$ cat config.mk
export PLATFORM = sky130hd
export DESIGN_NAME = branch_stall_ctrl
export DESIGN_NICKNAME = d
export VERILOG_FILES = /design/src/rtl/branch_stall_ctrl.sv
export SDC_FILE = /design/constraint.sdc
export NUM_CORES = 1
export LEC_CHECK = 0
export CAP_MARGIN = 20
export CORE_ASPECT_RATIO = 1.25
export CORE_MARGIN = 5
export CORE_UTILIZATION = 57
export DETAILED_ROUTE_END_ITERATION = 12
export DONT_BUFFER_PORTS = 1
export PLACE_DENSITY = 0.75
export SYNTH_ARGS = -nofsm -noshare
export SYNTH_HDL_FRONTEND = slang
export SYNTH_SLANG_ARGS = --single-unit
$ cat constraint.sdc
create_clock -name clk -period 6.7 [get_ports clk]
set_input_delay 2.01 -clock clk [delete_from_list [all_inputs] [get_ports clk]]
set_output_delay 2.01 -clock clk [all_outputs]
set_load 0.01 [all_outputs]
$ cat src/rtl/branch_stall_ctrl.sv
// ID-stage hazard sequencer: load-use / ALU->branch / load->branch stalls,
// branch-comparator forwarding selects, and a saturating stall-cycle counter.
module branch_stall_ctrl #(
  parameter int CNT_W = 16
) (
  input  logic             clk,
  input  logic             rst_n,
  input  logic             flush,
  input  logic             branch,
  input  logic [4:0]       IF_IDrs1,
  input  logic [4:0]       IF_IDrs2,
  input  logic [4:0]       ID_EXrd,
  input  logic             ID_EXregWrite,
  input  logic             ID_EXmemRead,
  input  logic [4:0]       EX_MEMrd,
  input  logic             EX_MEMregWrite,
  input  logic             EX_MEMmemRead,
  input  logic [4:0]       MEM_WBrd,
  input  logic             MEM_WBregWrite,
  output logic             PCwrite,
  output logic             IF_IDwrite,
  output logic             bubble,
  output logic [1:0]       rs1_MUX,
  output logic [1:0]       rs2_MUX,
  output logic             busy,
  output logic [CNT_W-1:0] stall_cnt
);

  typedef enum logic {S_IDLE, S_HOLD2} state_e;

  state_e           state_q, state_d;
  logic [CNT_W-1:0] cnt_q, cnt_d;

  logic mId1, mId2, mEm1, mEm2, mWb1, mWb2;
  logic [1:0] need1, need2, needMax, fwd1, fwd2;
  logic stall;

  function automatic logic regMatch(input logic we, input logic [4:0] rd,
                                    input logic [4:0] r);
    return we && (rd != 5'd0) && (rd == r);
  endfunction

  // A producer in ID/EX shadows EX/MEM for the same source, so EX/MEM loads
  // only cost a stall when ID/EX does not also match.
  function automatic logic [1:0] stallNeed(input logic br, input logic mId,
                                           input logic idLoad, input logic mEm,
                                           input logic emLoad);
    logic [1:0] n;
    n = 2'd0;
    if (!br && mId && idLoad)        n = 2'd1;
    else if (br && mId && !idLoad)   n = 2'd1;
    else if (br && mId && idLoad)    n = 2'd2;
    else if (br && mEm && emLoad)    n = 2'd1;
    return n;
  endfunction

  function automatic logic [1:0] fwdSel(input logic mEm, input logic emLoad,
                                        input logic mWb);
    logic [1:0] s;
    s = 2'b00;
    if (mEm && !emLoad) s = 2'b01;
    else if (mWb)       s = 2'b10;
    return s;
  endfunction

  assign mId1 = regMatch(ID_EXregWrite, ID_EXrd, IF_IDrs1);
  assign mId2 = regMatch(ID_EXregWrite, ID_EXrd, IF_IDrs2);
  assign mEm1 = regMatch(EX_MEMregWrite, EX_MEMrd, IF_IDrs1);
  assign mEm2 = regMatch(EX_MEMregWrite, EX_MEMrd, IF_IDrs2);
  assign mWb1 = regMatch(MEM_WBregWrite, MEM_WBrd, IF_IDrs1);
  assign mWb2 = regMatch(MEM_WBregWrite, MEM_WBrd, IF_IDrs2);

  always_ff @(posedge clk or negedge rst_n) begin
    if (!rst_n) begin
      state_q <= S_IDLE;
      cnt_q   <= '0;
    end else begin
      state_q <= state_d;
      cnt_q   <= cnt_d;
    end
  end

  // Outputs are gated by rst_n so they show reset values while reset is held.
  always_comb begin
    state_d    = state_q;
    cnt_d      = cnt_q;
    stall      = 1'b0;
    need1      = stallNeed(branch, mId1, ID_EXmemRead, mEm1, EX_MEMmemRead);
    need2      = stallNeed(branch, mId2, ID_EXmemRead, mEm2, EX_MEMmemRead);
    needMax    = (need1 > need2) ? need1 : need2;
    fwd1       = fwdSel(mEm1, EX_MEMmemRead, mWb1);
    fwd2       = fwdSel(mEm2, EX_MEMmemRead, mWb2);
    PCwrite    = 1'b1;
    IF_IDwrite = 1'b1;
    bubble     = 1'b0;
    rs1_MUX    = 2'b00;
    rs2_MUX    = 2'b00;
    busy       = 1'b0;

    if (!rst_n || flush) begin
      state_d = S_IDLE;
    end else if (state_q == S_HOLD2) begin
      stall   = 1'b1;
      state_d = S_IDLE;
    end else begin
      stall = (needMax != 2'd0);
      if (needMax == 2'd2) state_d = S_HOLD2;
    end

    if (stall && (cnt_q != '1)) cnt_d = cnt_q + {{(CNT_W-1){1'b0}}, 1'b1};

    PCwrite    = !stall;
    IF_IDwrite = !stall;
    bubble     = stall;
    busy       = rst_n && (state_q == S_HOLD2);
    if (rst_n && branch && !stall) begin
      rs1_MUX = fwd1;
      rs2_MUX = fwd2;
    end
  end

  assign stall_cnt = cnt_q;

endmodule

After elaboration in Yosys (flattened, before gate mapping):

Index checks and enable logic that the tools add are counted.

* logic and storage cells: 71
* output and inout port bits: 24
* register bits: 17

* $lt $le $gt $ge: 1
* reduce and logical (&&, ||, !) cells: 39
* add/sub/neg operators: 1
* equality and inequality tests: 8
* mux-type cells: 20

Operators with widths (number)
* $eq 5x5->1: 6
* $logic_and 1x1->1: 29
* $mux 2: 13
* $add 16x1->16 const B: 1
* $ne 16x16->1 const B: 1
* $reduce_bool 5->1: 3
* $mux 1: 7
* $logic_not 1->1: 5
* $eq 2x2->1 const B: 1
* $gt 2x2->1: 1
* $reduce_bool 2->1: 1
* $logic_or 1x1->1: 1

Longest topological paths before layout:

* word-level depth: 17
* mapped depth: 13
* gate-level depth less buffers: 12

Worst setup path before layout:

Ideal clock, no wire load.

* path type: input -> output
* from: in EX_MEMrd[4]
* to: out rs1_MUX[0]
* data required time: 4690 ps
* stages on the path: 12
* arrival time: 4885 ps
* setup slack: -195 ps
* path through: xor2_1 -> nor3_1 -> or4b_1 -> o21ai_1 -> inv_1 -> ha_1 -> inv_1 -> o22ai_1 -> or3b_2 -> o22ai_4 -> nor2_1 -> nor4_1

* cells in the longest elaborated chain, start to end: 17

Ends and longest elaborated chain
* start: declaration: RTL line 15 `input logic [4:0] EX_MEMrd,`
* $reduce_bool 5->1: RTL line 40 `return we && (rd != 5'd0) && (rd == r);`
* $logic_and 1x1->1 (2 in a row): RTL line 40
* $logic_and 1x1->1 (2 in a row): RTL line 53 `else if (br && mEm && emLoad) n = 2'd1;`
* $mux 1: RTL line 53
* $mux 2: RTL line 52 `else if (br && mId && idLoad) n = 2'd2;`
* $mux 2: RTL line 51 `else if (br && mId && !idLoad) n = 2'd1;`
* $mux 2: RTL line 50 `if (!br && mId && idLoad) n = 2'd1;`
* $gt 2x2->1: RTL line 90 `needMax = (need1 > need2) ? need1 : need2;`
* $mux 2 (*): RTL line 90
* $reduce_bool 2->1 (*): RTL line 106 `stall = (needMax != 2'd0);`
* $mux 1 (*): RTL line 102 `end else if (state_q == S_HOLD2) begin`
* $mux 1 (*): RTL line 100 `if (!rst_n || flush) begin`
* via bubble: RTL line 22 `output logic bubble,`
* $logic_not 1->1 (*): RTL line 116 `if (rst_n && branch && !stall) begin`
* $logic_and 1x1->1 (*): RTL line 116
* $mux 2 (*): RTL line 116
* end: declaration: RTL line 23 `output logic [1:0] rs1_MUX,`

Mark *: on every way through the listed nets, which the timed path passes. The rest lies on a longest branch.

Worst setup path in the final report:

* from: in ID_EXrd[4]
* to: out rs2_MUX[0]

* cells in the longest elaborated chain, start to end: 16

Ends and longest elaborated chain
* start: declaration: RTL line 12 `input logic [4:0] ID_EXrd,`
* $reduce_bool 5->1: RTL line 40
* $logic_and 1x1->1 (2 in a row): RTL line 40
* $logic_and 1x1->1: RTL line 51, 52
* $logic_and 1x1->1: RTL line 52
* $mux 2: RTL line 52
* $mux 2: RTL line 51
* $mux 2: RTL line 50
* $gt 2x2->1: RTL line 90
* $mux 2 (*): RTL line 90
* $reduce_bool 2->1 (*): RTL line 106
* $mux 1 (*): RTL line 102
* $mux 1 (*): RTL line 100
* $logic_not 1->1 (*): RTL line 116
* $logic_and 1x1->1 (*): RTL line 116
* $mux 2 (*): RTL line 116
* end: declaration: RTL line 24 `output logic [1:0] rs2_MUX,`

Every way passes the cells marked *; elsewhere a longest branch is shown, timed or not.

==> impl.org <==
** Run status
- The flow ran to the end, and the final reports show no timing, DRC or antenna violations.

** Timing
- The worst path uses 99.5% of the clock period.
- Worst setup skew after layout :: 3.47 ps
- RSZ-0062 raised after global routing :: yes
- Tightest slew margin relative to the limit :: 56.6%
- Post-route minimum period :: 6660 ps
- Upper clock frequency limit :: 0.150 GHz
- Setup violations remaining at the end of the flow were counted as 0.
- Transition at the pin with the smallest max-transition slack :: 646 ps
- Hold Vio Cnt, Final :: 0
- Count of final max-slew check failures :: 0

** Logic synthesis
- Post-synthesis cell count :: 161
- Leading post-synthesis cells by instance count :: sky130_fd_sc_hd__xor2_1, sky130_fd_sc_hd__xnor2_1, sky130_fd_sc_hd__dfrtp_1
- Ranked by total cell area, the synthesized netlist is headed by sky130_fd_sc_hd__dfrtp_1, sky130_fd_sc_hd__xor2_1, sky130_fd_sc_hd__xnor2_1.
- After synthesis, the netlist uses 42 different library cells.
- Summing the areas of all and, or, nand and nor instances in the mapped netlist gives 30.8% of the synthesized area.
- After synthesis, the largest family of logic cells by area is simple AND/OR/NAND/NOR gates.
- In this run the mean area of a mapped cell was 9.59 µm².
- Adder and majority gate portion of the synthesized area :: 3.24%
- Number of synthesized flops with an enable pin :: 0
- Netlist area before placement :: 1540 µm²
- Summing the areas of all compound-gate instances in the mapped netlist gives 8.27% of the synthesized area.
- For this run, asynchronously set or reset flops after synthesis account for 100%.
- Leading cell type by number of instances after synthesis :: sky130_fd_sc_hd__xor2_1
- The number of nets in the synthesized netlist is 199.
- For this run, the number of Yosys warnings is 0.
- The largest total area in the synthesized netlist belongs to sky130_fd_sc_hd__dfrtp_1.
- Top_reg_cell synth :: sky130_fd_sc_hd__dfrtp_1
- The portion of synthesized area spent on multiplexers is 1.46%.
- Portion of synthesized cell area occupied by the leading cell type :: 27.6%
- In this run, synthesis produced a sequential element count of 17.
- Synth Area in XOR/XNOR :: 25.5%
- Portion of the post-synthesis area used by sequential elements :: 27.6%

** Global routing
- The number of antenna violations at the first check in global routing is 0.
- The total overflow left after global routing is 0.
- Entering global routing, the biggest net connects 21 pins.
- The via count of the first global-routing pass came to 1,385.
- Combined global-route utilization of all metal layers :: 20.1%
- The first global-routing pass estimated 6160 µm of wire.

** Critical path
- Biggest fanout along the worst timing path :: 4
- Critical Path RT :: 4690 ps
- Critical setup path kind :: input pin to primary output
- The worst setup path is launched from an input pin.
- The worst setup path is captured at a primary output.
- Critical path cell sequence :: or4_4, o211ai_4, a211o_1, o31ai_4, ha_1, inv_1, o22ai_2, or3b_4, o22ai_4, nor2_4, nor4_2, buf_4
- Largest incremental delay on the critical path :: 550 ps
- Cell with the largest stage delay on the worst path :: sky130_fd_sc_hd__or4_4
- Arrival time of the worst setup path :: 4650 ps

** Clock network
- Clock-pin slew was measured on the worst setup and hold paths at 100 ps.
- TritonCTS clock tree :: done
- The tree built by TritonCTS fans out to 17 sinks.
- Number of H-tree levels :: 1
- Maximum number of buffers from clock root to sink :: 2
- # hold bufs at CTS :: 0
- The number of clock buffers added by TritonCTS is 3.
- CTS root buffer :: sky130_fd_sc_hd__clkbuf_4
- Clock latency of the later-clocked register in the worst-skew pair :: 280 ps

** Drt
- Drt first pass iters :: 5
- The count of nets left with antenna violations once routing finished came out at 0.
- DRC violation total after the first TritonRoute iteration :: 31
- After detailed routing, the average wire length per cell comes to 18.2 µm.
- In the routed design, unresolved DRC markers number 0.
- Overall via count from detail_route :: 1,282
- Highest routed layer :: met4
- Via-to-Cell Ratio :: 6.28
- Met1 WL :: 1160 µm
- After detailed routing, the met2 layer carries 2100 µm of wire.
- Total met3 wirelength after detailed routing :: 323 µm
- Wire length reported by the detailed router :: 3710 µm

** Cells and area
- The final layout contains 209 nets.
- Compared with the post-synthesis result, the final layout area differs by 13.3%.
- At the end of the flow the core is filled with cells to 65.9%.
- The filler cells instantiated in the layout total 212.
- Design Area, Final :: 1750 µm²
- The post-route netlist has 22.4% of its cells at a drive strength greater than 1.
- The number of antenna diodes in the final layout is 0.

** Power
- Power comes to 0.222 mW.
- Maximum ir drop on the vdd rail :: 0.0000873 V
- Power per Cell Area :: 127 nW/µm²
- Pleak :: 0.701 nW

** Placement
- Port buffering added 0 buffers.
- Routability Congestion :: 0.824
- Post-place instance area :: 1650 µm²
- HPWL after detailed placement :: 3100 µm

** Die
- The initialized floorplan defines 21 standard-cell rows.
- In this run the standard cell core region covers 2650 µm².
- Initial standard-cell utilization of the core :: 58.2%
- The die is 56.6 µm wide.
- Die Outline Area :: 3860 µm²
- Total I/O pin count :: 58
- The die is 68.2 µm tall.

** Job
- The tool flagged a number of max-cap violations equal to 0.

** Min path
- Class of the most critical hold timing path :: flop to flop
==> layout make-up <==
cell class	instances	area (µm²)	share of cell area (%)
Multi-Input combinational cell	134	1150	65.9
Sequential cell	17	425	24.3
Timing Repair Buffer	9	80.1	4.58
Tap cell	34	42.5	2.43
Clock buffer	4	26.3	1.50
Inverter	6	22.5	1.29
==> per-layer routing <==
| metal | vias to the layer above | global-route usage, % |
|---|---|---|
| li1 | 602 | - |
| met1 | 606 | 19.0 |
| met2 | 62 | 38.7 |
| met3 | 12 | 5.66 |
| met4 | 0 | 11.9 |
| met5 | - | 0 |
==> critical path, delay by kind of cell <==
family | cells | cell delay, ps
compound gates | 5 | 770
simple gates | 4 | 1360
fa+ha+maj | 1 | 290
buf+inv | 2 | 230
==> repair_timing <==
action | CTS | global route
setup endpoints to repair | 0 | 4
buffers inserted | 0 | 3
gates resized for setup | 0 | 8
==> final timing paths <==
path	startpoint	end	slack, ps	cells after the start
setup / recovery	ID_EXrd[4]	rs2_MUX[0]	40	12
hold / removal	state_q	state_q	500	1
setup reg to reg	stall_cnt[3]	stall_cnt[15]	4290	6
hold reg to reg	state_q	state_q	500	1
max in group asynchronous	rst_n	stall_cnt[10]	5220	0
min in group asynchronous	rst_n	stall_cnt[13]	1410	0
==> per-stage QoR <==
step / setup WS (ps) / hold slack, ps / instances / setup TNS, ps
after floorplan: 15.2 / 426 / 161 / 0
after global placement: 112 / 474 / 197 / 0
after detailed placement: 17.6 / 466 / 197 / 0
after CTS: 18.7 / 481 / 201 / 0
after global routing: -85.6 / 518 / 204 / -141
final: 35.5 / 500 / 204 / 0
==> cell usage in the layout, fill, tap and decap left out, types with 2 or more instances in the layout <==
master	count
sky130_fd_sc_hd__nor2_4	2
sky130_fd_sc_hd__nor4_4	4
sky130_fd_sc_hd__or4_1	2
sky130_fd_sc_hd__nand2_1	10
sky130_fd_sc_hd__buf_4	8
sky130_fd_sc_hd__nor2_1	3
sky130_fd_sc_hd__nand4_1	7
sky130_fd_sc_hd__nand2b_1	3
sky130_fd_sc_hd__nand3_1	8
sky130_fd_sc_hd__dfrtp_1	17
sky130_fd_sc_hd__clkbuf_4	3
sky130_fd_sc_hd__nor4_1	6
sky130_fd_sc_hd__nor3_4	2
sky130_fd_sc_hd__and3_1	2
sky130_fd_sc_hd__xor2_1	27
sky130_fd_sc_hd__inv_1	6
sky130_fd_sc_hd__nor3_2	4
sky130_fd_sc_hd__nor4_2	2
sky130_fd_sc_hd__xnor2_1	18
sky130_fd_sc_hd__o2111ai_1	2
sky130_fd_sc_hd__mux2_2	2
sky130_fd_sc_hd__o21ai_0	2
sky130_fd_sc_hd__nor3_1	5
sky130_fd_sc_hd__ha_1	4
==> flip-flops by register name, summed over array words and instances (netlist names) <==
register   cells
stall_cnt     16
state_q        1
==> power by group <==
group / switching [mW] / internal [mW] / total [mW] / leakage, nW
Combinational: 0.0229 / 0.0239 / 0.0468 / 0.451
Sequential: 0.0122 / 0.109 / 0.121 / 0.235
Clock: 0.0308 / 0.0231 / 0.0539 / 0.0150
==> kinds of logic (layout without fill, tap and decap cells) <==
group,after synthesis,in the layout
compound gates,13,13
xor+xnor,45,45
buf+inv,10,19
flops,17,17
simple gates,70,70
mux,2,2
fa+ha+maj,4,4
(Power assumes the default switching activity.)
